===== src/rtl/game_link_pkg.sv =====
`timescale 1ns/1ps
`default_nettype none
// ============================================================================
// Module      : game_link_pkg
// Description : Shared constants and types for the board-to-board game link.
//               Packet opcodes, packet length and the UART bit-level state
//               encoding live here, so the transmitter and a future receiver
//               agree on the wire format.
// Revision    : 1.0  initial release
// ============================================================================
package game_link_pkg;

    // Packet opcodes
    localparam logic [7:0] c_OPC_START = 8'h53;   // 'S' : peer clicked PLAY
    localparam logic [7:0] c_OPC_SCORE = 8'h43;   // 'C' : current score follows

    // Bytes per packet: OPCODE, DATA, CHECK
    localparam int c_PKT_BYTES = 3;

    // Bit-level serialiser states
    typedef enum logic [1:0] {
        IDLE      = 2'd0,
        START_BIT = 2'd1,
        DATA_BITS = 2'd2,
        STOP_BIT  = 2'd3
    } tx_state_e;

    // Checksum byte closing every packet
    function automatic logic [7:0] pkt_check(input logic [7:0] opcode,
                                             input logic [7:0] data);
        return opcode ^ data;
    endfunction

endpackage : game_link_pkg
`default_nettype wire


===== src/rtl/uart_byte_tx.sv =====
`timescale 1ns/1ps
`default_nettype none
// ============================================================================
// Module      : uart_byte_tx
// Description : 8N1 byte serialiser. A byte is accepted when i_valid and
//               o_ready are both high. o_ready is high in IDLE and in the last
//               cycle of a stop bit, so a byte offered at that point follows
//               with no idle gap on the line.
// Ports       : clk, rst      - clock, synchronous active-high reset
//               i_byte/i_valid - byte to send and its qualifier
//               o_txd         - serial line (idles high, registered)
//               o_ready       - byte accepted this cycle if i_valid
//               o_busy        - a frame is on the line
//               o_done        - last stop-bit cycle with nothing queued
// Revision    : 1.0  initial release
// ============================================================================
module uart_byte_tx
    import game_link_pkg::*;
#(
    parameter int BIT_CYCLES = 651
) (
    input  logic       clk,
    input  logic       rst,
    input  logic [7:0] i_byte,
    input  logic       i_valid,
    output logic       o_txd,
    output logic       o_ready,
    output logic       o_busy,
    output logic       o_done
);

    localparam int              c_CW   = (BIT_CYCLES > 1) ? $clog2(BIT_CYCLES) : 1;
    localparam logic [c_CW-1:0] c_LAST = c_CW'(BIT_CYCLES - 1);

    tx_state_e       r_state, w_state_nxt;
    logic [c_CW-1:0] r_baud;
    logic [2:0]      r_bit;
    logic [7:0]      r_shift, w_shift_nxt;
    logic            r_txd, w_txd_nxt;
    logic            w_bit_end, w_load;

    assign w_bit_end = (r_baud == c_LAST);
    assign o_ready   = (r_state == IDLE) || ((r_state == STOP_BIT) && w_bit_end);
    assign w_load    = o_ready && i_valid;
    assign o_busy    = (r_state != IDLE);
    assign o_done    = (r_state == STOP_BIT) && w_bit_end && !i_valid;
    assign o_txd     = r_txd;

    always_comb begin
        w_state_nxt = r_state;
        w_shift_nxt = r_shift;
        w_txd_nxt   = 1'b1;
        case (r_state)
            IDLE:      if (i_valid) w_state_nxt = START_BIT;
            START_BIT: if (w_bit_end) w_state_nxt = DATA_BITS;
            DATA_BITS: begin
                if (w_bit_end) begin
                    w_shift_nxt = {1'b0, r_shift[7:1]};
                    if (r_bit == 3'd7) w_state_nxt = STOP_BIT;
                end
            end
            STOP_BIT:  if (w_bit_end) w_state_nxt = i_valid ? START_BIT : IDLE;
            default:   w_state_nxt = IDLE;
        endcase
        if (w_load) w_shift_nxt = i_byte;
        // The line level is registered from the next state so that txd
        // changes on exactly the same edge as the state and stays glitch-free.
        case (w_state_nxt)
            START_BIT: w_txd_nxt = 1'b0;
            DATA_BITS: w_txd_nxt = w_shift_nxt[0];
            default:   w_txd_nxt = 1'b1;
        endcase
    end

    always_ff @(posedge clk) begin
        if (rst) begin
            r_state <= IDLE;
            r_baud  <= '0;
            r_bit   <= 3'd0;
            r_shift <= 8'd0;
            r_txd   <= 1'b1;
        end else begin
            r_state <= w_state_nxt;
            r_shift <= w_shift_nxt;
            r_txd   <= w_txd_nxt;
            r_baud  <= ((r_state == IDLE) || w_bit_end) ? '0 : r_baud + c_CW'(1);
            // 3-bit counter wraps 7 -> 0 on the last data bit
            if ((r_state == DATA_BITS) && w_bit_end) r_bit <= r_bit + 3'd1;
        end
    end

endmodule : uart_byte_tx
`default_nettype wire


===== src/rtl/score_link_tx.sv =====
`timescale 1ns/1ps
`default_nettype none
// ============================================================================
// Module      : score_link_tx
// Description : Sends 3-byte game packets (OPCODE, DATA, OPCODE^DATA) to the
//               peer board over an 8N1 UART. Request pulses set pending flags
//               that are never dropped; repeated pulses of one kind merge.
//               A pending start packet always goes before a pending score.
// Ports       : pclk      - pixel clock (only clock)
//               rst       - synchronous active-high reset
//               start_req - pulse: send start packet
//               score_req - pulse: send score packet
//               score     - local score 0..99, sampled when packet launches
//               txd       - serial line, idles high
//               busy      - packet on the line
//               pkt_done  - one-cycle pulse after the final stop bit
// Revision    : 1.0  initial release
// ============================================================================
module score_link_tx
    import game_link_pkg::*;
#(
    parameter int CLK_HZ = 75_000_000,
    parameter int BAUD   = 115_200
) (
    input  logic       pclk,
    input  logic       rst,
    input  logic       start_req,
    input  logic       score_req,
    input  logic [6:0] score,
    output logic       txd,
    output logic       busy,
    output logic       pkt_done
);

    localparam int c_BIT_CYCLES = CLK_HZ / BAUD;

    logic       r_pend_start, r_pend_score;
    logic       r_active, r_pkt_done;
    logic [7:0] r_opcode, r_data;
    logic [1:0] r_idx;

    logic       w_tx_ready, w_tx_busy, w_tx_done;
    logic       w_launch, w_accept, w_last;
    logic [7:0] w_byte;

    // A new packet only launches once the serialiser has fully drained the
    // previous one, which leaves at least one idle-high cycle between packets.
    assign w_launch = !r_active && !w_tx_busy && (r_pend_start || r_pend_score);
    assign w_accept = r_active && w_tx_ready;
    assign w_last   = (r_idx == 2'(c_PKT_BYTES - 1));

    always_comb begin
        w_byte = pkt_check(r_opcode, r_data);
        case (r_idx)
            2'd0:    w_byte = r_opcode;
            2'd1:    w_byte = r_data;
            default: w_byte = pkt_check(r_opcode, r_data);
        endcase
    end

    always_ff @(posedge pclk) begin
        if (rst) begin
            r_pend_start <= 1'b0;
            r_pend_score <= 1'b0;
            r_active     <= 1'b0;
            r_pkt_done   <= 1'b0;
            r_opcode     <= 8'd0;
            r_data       <= 8'd0;
            r_idx        <= 2'd0;
        end else begin
            r_pkt_done <= w_tx_done;
            // A pulse in the launch cycle re-arms the flag rather than being
            // absorbed by the packet that is leaving now.
            r_pend_start <= start_req | (r_pend_start & ~w_launch);
            r_pend_score <= score_req | (r_pend_score & ~(w_launch & ~r_pend_start));
            if (w_launch) begin
                r_active <= 1'b1;
                r_idx    <= 2'd0;
                if (r_pend_start) begin
                    r_opcode <= c_OPC_START;
                    r_data   <= 8'd0;
                end else begin
                    r_opcode <= c_OPC_SCORE;
                    r_data   <= {1'b0, score};
                end
            end else if (w_accept) begin
                if (w_last) begin
                    r_active <= 1'b0;
                    r_idx    <= 2'd0;
                end else begin
                    r_idx <= r_idx + 2'd1;
                end
            end
        end
    end

    uart_byte_tx #(
        .BIT_CYCLES (c_BIT_CYCLES)
    ) u_uart_byte_tx (
        .clk     (pclk),
        .rst     (rst),
        .i_byte  (w_byte),
        .i_valid (r_active),
        .o_txd   (txd),
        .o_ready (w_tx_ready),
        .o_busy  (w_tx_busy),
        .o_done  (w_tx_done)
    );

    assign busy     = w_tx_busy;
    assign pkt_done = r_pkt_done;

endmodule : score_link_tx
`default_nettype wire

===== config.mk =====
export PLATFORM = sky130hd
export DESIGN_NAME = score_link_tx
export DESIGN_NICKNAME = d
export VERILOG_FILES = /design/src/rtl/game_link_pkg.sv /design/src/rtl/uart_byte_tx.sv /design/src/rtl/score_link_tx.sv
export SDC_FILE = /design/constraint.sdc
export NUM_CORES = 1
export LEC_CHECK = 0
export ABC_AREA = 0
export BUFFER_PORTS_ARGS = -buffer_cell sky130_fd_sc_hd__buf_2
export CAP_MARGIN = 40
export CELL_PAD_IN_SITES_DETAIL_PLACEMENT = 1
export CELL_PAD_IN_SITES_GLOBAL_PLACEMENT = 1
export CORE_MARGIN = 3
export CORE_UTILIZATION = 44
export CTS_CLUSTER_DIAMETER = 120
export DETAILED_ROUTE_END_ITERATION = 8
export GPL_ROUTABILITY_DRIVEN = 0
export HOLD_SLACK_MARGIN = 0.08
export PLACE_DENSITY_LB_ADDON = 0.08
export SLEW_MARGIN = 15
export SYNTH_ARGS = -nofsm -noshare
export SYNTH_HDL_FRONTEND = slang
export SYNTH_SLANG_ARGS = --single-unit

===== constraint.sdc =====
create_clock -name pclk -period 1.97 [get_ports pclk]
set_input_delay 0 -clock pclk [delete_from_list [all_inputs] [get_ports pclk]]
set_output_delay 0 -clock pclk [all_outputs]
set_load 0.01 [all_outputs]

## After elaboration in Yosys (flattened, before gate mapping)

Index checks and enable logic that the tools add are counted.

| word-level totals | value |
|---|---|
| flip-flop bits (word level) | 46 |
| logic and storage cells | 74 |
| output and inout port bits | 3 |
| bits of input ports | 11 |

| cells by class | value |
|---|---|
| eq/ne operators | 9 |
| $add $sub $neg | 3 |
| bitwise operators | 9 |
| reduce and logical (&&, ||, !) cells | 22 |
| mux-type cells | 18 |

Operators by type and width:

| cell | number |
|---|---|
| 8-bit 2-to-1 mux | 3 |
| 8-bit one-hot mux with 2 select lines | 1 |
| 2-bit 2-to-1 mux | 6 |
| 10-bit by 1-bit adder with 10-bit output, second input constant | 1 |
| 10-bit equality test, second input constant | 1 |
| 2-bit nonzero test | 5 |
| 2-bit equality test, second input constant | 4 |
| 2-bit one-hot mux with 4 select lines | 1 |
| 8-bit bitwise XOR | 1 |
| 7-bit 2-to-1 mux | 1 |
| 2-bit by 1-bit equality test with 1-bit output, second input constant | 3 |
| 1-bit logical AND | 6 |
| 5-bit 2-to-1 mux | 1 |
| 2-bit zero test | 2 |
| 1-bit 2-to-1 mux | 4 |
| 2-bit AND reduction | 2 |
| 2-bit OR reduction | 2 |
| 3-bit by 1-bit adder with 3-bit output, second input constant | 1 |
| 1-bit AND | 3 |
| 3-bit equality test, second input constant | 1 |
| 1-bit logical OR | 3 |
| 1-bit inverter | 3 |
| 2-bit by 1-bit adder with 2-bit output, second input constant | 1 |
| 1-bit zero test | 2 |
| 2 further kinds | 3 |

## Logic depth before layout (Yosys ltp)

Gate-level depths: netlist (run 1).

| depth | value |
|---|---|
| depth in word-level cells | 8 |
| gate-level depth with buffers | 8 |

## By module

From an unflattened synthesis (run 1), not the netlist that was laid out.

| second synthesis, totals | value |
|---|---|
| cells, all modules | 221 |
| area total of the unflattened synthesis | 1904.3 um2 |

Modules (own cells, without submodules):

| module | cells an instance | area each (um2) | instances |
|---|---|---|---|
| uart_byte_tx | 141 | 1203.7 | 1 |
| score_link_tx | 80 | 700.7 | 1 |

## Least setup slack after synthesis (run 1)

No wires, ideal clock.

| timing | value |
|---|---|
| path kind | register to register |
| from | register u_uart_byte_tx.r_baud[0] |
| to | register u_uart_byte_tx.r_shift[2] |
| required time | 1836 ps |
| slack | 285 ps |
| stages on the path, launching flop included | 9 |
| clock period less this slack | 1685 ps |
| data arrival time | 1551 ps |
| cell sequence | dfxtp_1 -> inv_1 -> ha_1 -> and4b_4 -> and4_1 -> buf_4 -> mux2_1 -> nor2_2 -> a211oi_2 |

| on the way | value |
|---|---|
| cells in the longest elaborated chain, start to end | 6 |
| elaborated cells on any way between the ends | 8 |
| classes of those cells | eq/ne: 1; mux: 1; reduce/logical: 6 |

Ends and longest elaborated chain:

| what | RTL line | source |
|---|---|---|
| from (decl) | uart_byte_tx.sv:36 | `logic [c_CW-1:0] r_baud;` |
| from (signal assigned) | uart_byte_tx.sv:86 | `r_baud <= ((r_state == IDLE) \|\| w_bit_end) ? '0 : r_baud + c_CW'(1);` |
| 10-bit equality test (*) | uart_byte_tx.sv:42 | `assign w_bit_end = (r_baud == c_LAST);` |
| 1-bit logical AND | uart_byte_tx.sv:43 | `assign o_ready = (r_state == IDLE) \|\| ((r_state == STOP_BIT) && w_bit_end);` |
| 1-bit logical OR | uart_byte_tx.sv:43 |  |
| 1-bit logical AND | uart_byte_tx.sv:44 | `assign w_load = o_ready && i_valid;` |
| 2-bit nonzero test (no line) | n/a |  |
| 2-bit AND reduction (no line) | n/a |  |
| to (signal assigned) | uart_byte_tx.sv:84 | `r_shift <= w_shift_nxt;` |
| to (decl) | uart_byte_tx.sv:38 | `logic [7:0] r_shift, w_shift_nxt;` |

Mark *: on every way between the ends. The rest lies on a longest branch, timed or not.
A chain may end at the register's enable or synchronous reset.

## Worst setup path after layout (run 1)

| timing | value |
|---|---|
| from | register u_uart_byte_tx.r_baud[0] |
| to | register u_uart_byte_tx.r_baud[0] |

| on the way | value |
|---|---|
| cells in the longest elaborated chain, start to end | 3 |
| elaborated cells on any way between the ends | 4 |
| classes of those cells | add/sub: 1; eq/ne: 1; reduce/logical: 2 |

Ends and longest elaborated chain:

| what |
|---|
| parallel branches: the longest is 3 deep, another holds 10-bit by 1-bit adder with 10-bit output |

Several ways; the timed one is not identified.

==> impl_metrics.tcl, run 1 <==
set metrics [dict create \
    synth-edff-count 0 \
    r2r_start "u_uart_byte_tx.r_baud[0]$_SDFF_PP0_" \
    yosysUniqueCellTypes 42 \
    end_kind "flop" \
    first_iter_violations 40 \
    synth_ff_type "dfxtp_1" \
    place_area_sq_mm 0.00190 \
    clockBufferDepth 2 \
    final_hold_viol_count 0 \
    slew_viol_final 0 \
    ys_seq_area_share_pct 42.6 \
    p_sw_mw 0.459 \
    timing.fmax_ghz 0.535 \
    pwr-share-clk_pct 33.3 \
    grt_max_degree 30 \
    rsz0062_at_grt "false" \
    cts.sinks 38 \
    min_from "rst" \
    cts_tree "done" \
    power_frac_seq_pct 51.4 \
    dr.pass1.iters 4 \
    fp.dieW_microns 69.7 \
    grt_pass1_wl_mm 7.27 \
    fin_util_pct 54.7 \
    viasPerCell 5.33 \
    die_y_microns 69.7 \
    wirelength_mm 4.17 \
    diodes 0 \
    fp.coreArea_sq_mm 0.00380 \
    insertion_delay_ps 290 \
    final_common_cell "dfxtp_1" \
    area_growth_pct 16.3 \
    dp_hpwl_mm 2.95 \
    rows 22 \
    synth_nets 219 \
    ant_nets 0 \
    drc 0 \
    drive_above_1_share_pct 15.9 \
    antenna_found_initial 0 \
    arrival_ps 2090 \
    vias 1465 \
    period_share_pct 94.8 \
    startpoint "u_uart_byte_tx.r_baud[0]$_SDFF_PP0_" \
    root_buffer "clkbuf_8" \
    ys_async_sr_fraction_pct 0 \
    power_frac_comb_pct 15.3 \
    worstPathRequired_ps 2190 \
    powerDensity_mw_per_mm2 806 \
    worst_slew_pin_slew_ps 602 \
    slew-limit-headroom_pct 59.6 \
    swShare_pct 27.4 \
    finalCriticalPeriod_ps 1870 \
    setup_viol 0 \
    grt_pass1_vias 1556 \
    peakVddDrop_mv 0.371 \
    path_max_fanout 10 \
    nets 241 \
    cts_buffers 5 \
    synth.cell_area_sq_mm 0.00179 \
    path_class "reg -> reg" \
    final_cell_mix "38 x dfxtp_1, 24 x nor2_1, 22 x a21oi_1, 18 x nand2_1, 13 x buf_2" \
    finalPower_mw 1.68 \
    cellLeakagePower_nw 0.784 \
    internal_power_mw 1.22 \
    synth-seq-cells 38 \
    fin_setup_tns_ps 0 \
    hold_class "in -> reg" \
    htree_levels 2 \
    gr-total-overflow 0 \
    io_buffer_count 13 \
    syn_area_per_cell_sq_um 8.76 \
    status "complete, no violations" \
    dieArea_sq_mm 0.00486 \
    start_util_pct 47.0 \
    grtUsageTotal_pct 18.6 \
    cts.reportedPaths.clkPinSlew_ps 80 \
    wl_per_cell_microns 15.2 \
    start_kind "flop" \
    netlist_instances 204 \
    fin_skew_ps 5.47 \
    boundaryPins 14 \
    postLayoutCellArea_sq_mm 0.00208 \
    yosys_warnings 0 \
    maxCapViolations 0 \
]
[synthesized netlist by cell type, drive strengths merged (4+ instances only)]
library cell / count / share of area, %
inv: 8 / 1.7
a21oi: 22 / 6.2
nor2: 28 / 6.4
a211oi: 5 / 2.9
nand2: 18 / 3.8
nor3: 4 / 1.1
clkbuf: 7 / 1.5
mux2: 4 / 2.5
and3: 5 / 1.8
xnor2: 7 / 3.4
nand3b: 8 / 3.4
o21ai: 9 / 2.5
ha: 4 / 2.8
dfxtp: 38 / 43
[per-layer routing]
metal	routed length, microns	GRT usage, %
met1	1950	21.9
met2	2020	32.8
met3	139	4.93
met4	57	5.74
met5	0	0
[kinds of logic after synthesis]
kind of cell / synth area share [%]
AO/OA/AOI/OAI: 16.4
flip-flops: 42.6
AND/OR/NAND/NOR: 24.6
adder cells (fa/ha/maj): 2.80
buffers and inverters: 4.48
multiplexers: 4.20
XOR/XNOR: 4.90
[sequential cells by signal, summed over array words and instances (netlist names)]
name and count:
r_active 1, u_uart_byte_tx.r_shift 7, r_idx 2, r_pend_score 1, r_opcode 2, u_uart_byte_tx.r_bit 3
u_uart_byte_tx.r_state 2, u_uart_byte_tx.r_baud 10, r_data 7, u_uart_byte_tx.o_txd 1, r_pend_start 1, pkt_done 1
[repair_timing]
item                                   4_1_cts  5_1_grt
endpoints found under the hold margin        9        0
setup buffers                                0        0
hold buffers                                 9        0
gates resized for setup                      0        0
[layout make-up]
class,instances,area [sq um]
Clock inverter,1,5.00
Sequential cell,38,761
Tap cell,48,60.1
Multi-Input combinational cell,148,946
Clock buffer,7,86.3
Timing Repair Buffer,25,190
Fill cell,451,1720
Inverter,8,30.0
[stage by stage]
| step | hold slack (ps) | setup WS, ps | instances |
|---|---|---|---|
| after floorplan | 117 | 285 | 204 |
| after global placement | 211 | 249 | 258 |
| after detailed placement | 218 | 171 | 258 |
| after CTS | 168 | 97.9 | 275 |
| after global routing | 221 | 7.80 | 275 |
| final | 184 | 102 | 275 |
[worst paths after layout]
kind | end | slack [ps] | cells after the start
worst min register to register | r_data[3]$_SDFFE_PP0P_ | 460 | 2
worst max register to register | u_uart_byte_tx.r_baud[0]$_SDFF_PP0_ | 100 | 6
worst min-delay path | r_pend_start$_SDFF_PP0_ | 180 | 2
worst max-delay path | u_uart_byte_tx.r_baud[0]$_SDFF_PP0_ | 100 | 6
[worst max-delay path, cell delays in order (launching register included)]
cell and delay, ps:
dfxtp_1 400, inv_1 70, ha_1 200, and4b_4 210
and3_1 240, or3_1 500, nor2_1 180
[power groups by stage]
stage | clock [mW] | combinational [mW] | sequential [mW]
after detailed placement | 0 | 0.242 | 0.878
after floorplan | 0 | 0.189 | 0.859
after global routing | 0.607 | 0.286 | 0.869
after global placement | 0 | 0.228 | 0.874
after CTS | 0.572 | 0.259 | 0.861
final | 0.558 | 0.257 | 0.861
(Power assumes the default switching activity.)
==> run 2, diff against run 1 <==
--- a/config.mk
+++ b/config.mk
@@ -11,11 +11,13 @@
 export CELL_PAD_IN_SITES_DETAIL_PLACEMENT = 1
 export CELL_PAD_IN_SITES_GLOBAL_PLACEMENT = 1
 export CORE_MARGIN = 3
-export CORE_UTILIZATION = 44
+export CORE_UTILIZATION = 47
+export CTS_BUF_LIST = sky130_fd_sc_hd__clkbuf_8
 export CTS_CLUSTER_DIAMETER = 120
 export DETAILED_ROUTE_END_ITERATION = 8
 export GPL_ROUTABILITY_DRIVEN = 0
 export HOLD_SLACK_MARGIN = 0.08
+export MAX_ROUTING_LAYER = met4
 export PLACE_DENSITY_LB_ADDON = 0.08
 export SLEW_MARGIN = 15
 export SYNTH_ARGS = -nofsm -noshare
==> impl_metrics.tcl, run 2 (same netlist as run 1, synthesis figures left out) <==
set metrics [dict create \
    status "complete, no violations" \
    ant_nets 0 \
    wirelength_mm 4.08 \
    powerDensity_mw_per_mm2 911 \
    grt_max_degree 30 \
    peakVddDrop_mv 0.505 \
    cts_setup_buffers 0 \
    dieArea_sq_mm 0.00458 \
    fin_skew_ps 5.20 \
    multi_input_area_sq_um 952 \
    fp.coreArea_sq_mm 0.00349 \
    dpl_worst_slack_ps 123 \
    use_met3_pct 5.66 \
    stdcell_count 272 \
    cts_buffers 5 \
    setup_viol 0 \
    insertion_delay_ps 290 \
    grtUsageMet1_pct 24.6 \
    use_met2_pct 36.0 \
    drc 0 \
    diodes 0 \
    rsz0062_at_grt "false" \
    top_register "u_uart_byte_tx.r_baud" \
    slew-limit-headroom_pct 61.4 \
    cts.reportedPaths.clkPinSlew_ps 80 \
    start_util_pct 51.1 \
    reg_top3 "u_uart_byte_tx.r_baud x10, r_data x7, u_uart_byte_tx.r_shift x7" \
    startpoint "u_uart_byte_tx.r_baud[0]$_SDFF_PP0_" \
    hold_class "in -> reg" \
    boundaryPins 14 \
    die_y_microns 67.7 \
    drive_above_1_share_pct 16.8 \
    fill_cells 398 \
    dp.cells 255 \
    path_class "reg -> reg" \
    worstPathRequired_ps 2150 \
    wl_per_cell_microns 15.0 \
    timing.hold.ws_ps 177 \
    rows 21 \
    arrival_ps 2030 \
    io_buffer_count 13 \
    final_cell_mix "38 x dfxtp_1, 24 x nor2_1, 22 x a21oi_1, 18 x nand2_1, 13 x buf_2" \
    dr.pass1.iters 4 \
    grt_pass1_vias 1561 \
    end_kind "flop" \
    dp_hpwl_mm 2.88 \
    worst_slew_pin_slew_ps 575 \
    finalCriticalPeriod_ps 1840 \
    htree_levels 2 \
    maxCapViolations 0 \
    fin_util_pct 60.8 \
    period_share_pct 93.6 \
    gr-total-overflow 0 \
    first_iter_violations 39 \
    grt.busiest_layer "met2" \
    grtUsageTotal_pct 21.8 \
    fin_setup_tns_ps 0 \
    path_max_fanout 5 \
    cellLeakagePower_nw 0.803 \
    fp.dieW_microns 67.7 \
    viasPerCell 5.42 \
    r2r_start "u_uart_byte_tx.r_baud[0]$_SDFF_PP0_" \
    nets 240 \
    largest_reg_flops 10 \
    min_from "rst" \
    area_growth_pct 19.0 \
    start_kind "flop" \
    antenna_found_initial 0 \
    timing.fmax_ghz 0.542 \
    root_buffer "clkbuf_8" \
    slew_viol_final 0 \
    grt_pass1_wl_mm 7.21 \
    cts_tree "done" \
    fin_ws_ps 125 \
    final_hold_viol_count 0 \
    final_common_cell "dfxtp_1" \
    clockBufferDepth 2 \
    cts.sinks 38 \
    regArea_sq_um 761 \
    vias 1474 \
]
[run 2: what timing repair did]
action	in CTS	in global routing
hold buffers	9	0
gates resized for setup	0	2
endpoints found under the setup margin	0	3
endpoints found under the hold margin	9	0
[run 2: report_power, final]
group          internal [mW]  switching, mW
Clock                  0.540          0.277
Combinational          0.120          0.138
Sequential             0.815         0.0463
Total                   1.47          0.462
[run 2: routing by layer]
metal,wire [microns],up-vias
li1,-,740
met1,1780,701
met2,2070,22
met3,122,11
met4,99,0
met5,0,-
[run 2: area by class of cell]
cell class | instances | share of cell area (%)
Multi-Input combinational cell | 148 | 44.8
Clock buffer | 6 | 3.88
Inverter | 8 | 1.41
Sequential cell | 38 | 35.8
Tap cell | 46 | 2.71
Clock inverter | 2 | 2.83
Timing Repair Buffer | 24 | 8.59
[run 2: critical path, stage by stage, from the launching register on]
cell and delay [ps]:
dfxtp_1 410, inv_1 70, ha_1 200, and4b_4 210, nand4_1 160, mux2i_1 350
o21ai_1 120, a21o_1 210
[run 2: metrics by stage]
step,power [mW],instance area [sq um]
final,1.94,2130
after CTS,1.96,2120
after global routing,2.04,2130
after floorplan,1.05,1790
after detailed placement,1.12,1890
after global placement,1.10,1890
[run 2: worst paths after layout]
| check | cells after the start | slack, ps | endpoint |
|---|---|---|---|
| worst max register to register | 7 | 130 | u_uart_byte_tx.o_txd$_SDFF_PP1_ |
| worst max-delay path | 7 | 130 | u_uart_byte_tx.o_txd$_SDFF_PP1_ |
| worst min-delay path | 2 | 180 | u_uart_byte_tx.r_state[1]$_SDFF_PP0_ |
| worst min register to register | 2 | 460 | r_data[3]$_SDFFE_PP0P_ |
==> run 3, diff against run 2 <==
--- a/config.mk
+++ b/config.mk
@@ -17,7 +17,6 @@
 export DETAILED_ROUTE_END_ITERATION = 8
 export GPL_ROUTABILITY_DRIVEN = 0
 export HOLD_SLACK_MARGIN = 0.08
-export MAX_ROUTING_LAYER = met4
 export PLACE_DENSITY_LB_ADDON = 0.08
 export SLEW_MARGIN = 15
 export SYNTH_ARGS = -nofsm -noshare
==> constraint.sdc (replaced) <==
create_clock -name pclk -period 2 [get_ports pclk]
set_input_delay 0 -clock pclk [delete_from_list [all_inputs] [get_ports pclk]]
set_output_delay 0 -clock pclk [all_outputs]
set_load 0.01 [all_outputs]
==> impl_metrics.tcl, run 3 (same netlist as run 1, synthesis figures left out) <==
set metrics [dict create \
    htree_levels 2 \
    final_common_cell "dfxtp_1" \
    vias 1483 \
    cts.sinks 38 \
    grt_pass1_wl_mm 7.20 \
    dr.pass1.iters 4 \
    die_y_microns 67.7 \
    min_path_cells 2 \
    dp.cells 255 \
    start_kind "flop" \
    boundaryPins 14 \
    grt_pass1_vias 1561 \
    regArea_sq_um 761 \
    dieArea_sq_mm 0.00458 \
    cts.reportedPaths.clkPinSlew_ps 70 \
    insertion_delay_ps 290 \
    rows 21 \
    final_hold_viol_count 0 \
    peakVddDrop_mv 0.497 \
    ant_nets 0 \
    grt_max_degree 30 \
    dp_hpwl_mm 2.88 \
    fin_skew_ps 5.16 \
    rsz0062_at_grt "false" \
    timing.fmax_ghz 0.529 \
    slew_viol_final 0 \
    clockBufferDepth 2 \
    setup_viol 0 \
    fill_cells 397 \
    slew-limit-headroom_pct 61.9 \
    arrival_ps 2050 \
    path_class "reg -> reg" \
    io_buffer_count 13 \
    cellLeakagePower_nw 0.802 \
    hold_class "in -> reg" \
    cts_buffers 5 \
    area_growth_pct 18.6 \
    finalCriticalPeriod_ps 1890 \
    timing.hold.ws_ps 175 \
    largest_reg_flops 10 \
    viasPerCell 5.45 \
    root_buffer "clkbuf_8" \
    worst_slew_pin_slew_ps 568 \
    gr-total-overflow 0 \
    fp.dieW_microns 67.7 \
    r2r_cells 7 \
    powerDensity_mw_per_mm2 899 \
    stdcell_count 272 \
    diodes 0 \
    cts_tree "done" \
    start_util_pct 51.1 \
    postCtsResizedCells 0 \
    end_kind "flop" \
    top_register "u_uart_byte_tx.r_baud" \
    grtUsageTotal_pct 21.1 \
    multi_input_area_sq_um 946 \
    antenna_found_initial 0 \
    maxCapViolations 0 \
    fp.coreArea_sq_mm 0.00349 \
    worstPathRequired_ps 2160 \
    drive_above_1_share_pct 15.9 \
    fin_setup_tns_ps 0 \
    nets 240 \
    final_cell_mix "38 x dfxtp_1, 24 x nor2_1, 22 x a21oi_1, 18 x nand2_1, 13 x buf_2" \
    first_iter_violations 38 \
    wl_per_cell_microns 15.0 \
    status "complete, no violations" \
    path_max_fanout 7 \
    drc 0 \
    reg_top3 "u_uart_byte_tx.r_baud x10, r_data x7, u_uart_byte_tx.r_shift x7" \
    period_share_pct 94.4 \
    wirelength_mm 4.09 \
]
run 3: path summary, 6_finish.rpt:
| path | slack (ps) | startpoint | endpoint |
|---|---|---|---|
| max | 110 | u_uart_byte_tx.r_baud[0]$_SDFF_PP0_ | u_uart_byte_tx.r_shift[1]$_SDFFE_PP0P_ |
| min | 170 | rst | u_uart_byte_tx.r_state[1]$_SDFF_PP0_ |
| max reg2reg | 110 | u_uart_byte_tx.r_baud[0]$_SDFF_PP0_ | u_uart_byte_tx.r_shift[1]$_SDFFE_PP0P_ |
| min reg2reg | 460 | r_data[3]$_SDFFE_PP0P_ | r_data[3]$_SDFFE_PP0P_ |
run 3: what timing repair did:
action / 4_1_cts / 5_1_grt
buffers inserted: 0 / 0
hold endpoints to repair: 9 / 0
hold buffers: 9 / 0
run 3: critical path, cell delays in order (launching register included):
cell and delay, ps:
dfxtp_1 360, inv_1 80, ha_1 140, and4b_4 260, and4_1 370, mux2_1 370
nor2_2 110, a211oi_2 50
run 3: per-stage QoR:
step	utilization [%]	power [mW]	setup slack [ps]	cell area (sq um)
6_report	60.7	1.91	111	2120
4_1_cts	60.7	1.93	106	2120
3_5_place_dp	54.0	1.10	153	1890
2_1_floorplan	-	1.03	315	1790
3_3_place_gp	54.0	1.08	224	1890
5_1_grt	60.7	2.01	19.1	2120
run 3: cell type report:
class	instances	share of cell area (%)
sequential	38	35.9
multi-input combinational	148	44.6
clock inverter	2	2.83
inverter	8	1.42
tap	46	2.72
timing repair buffer	24	8.62
clock buffer	6	3.90
run 3: layer usage:
metal | vias to the layer above | wire length (microns) | share of wire [%] | track usage [%]
met5 | - | 0 | 0 | 0
met4 | 0 | 95 | 2.3 | 9.62
met3 | 10 | 112 | 2.7 | 5.66
met2 | 23 | 2060 | 50 | 36.1
met1 | 708 | 1820 | 44 | 24.4
li1 | 742 | - | - | -
run 3: power breakdown:
part           switching (mW)  total (mW)  internal (mW)
logic                   0.136       0.253          0.117
clock network           0.272       0.804          0.532
registers              0.0459       0.848          0.802
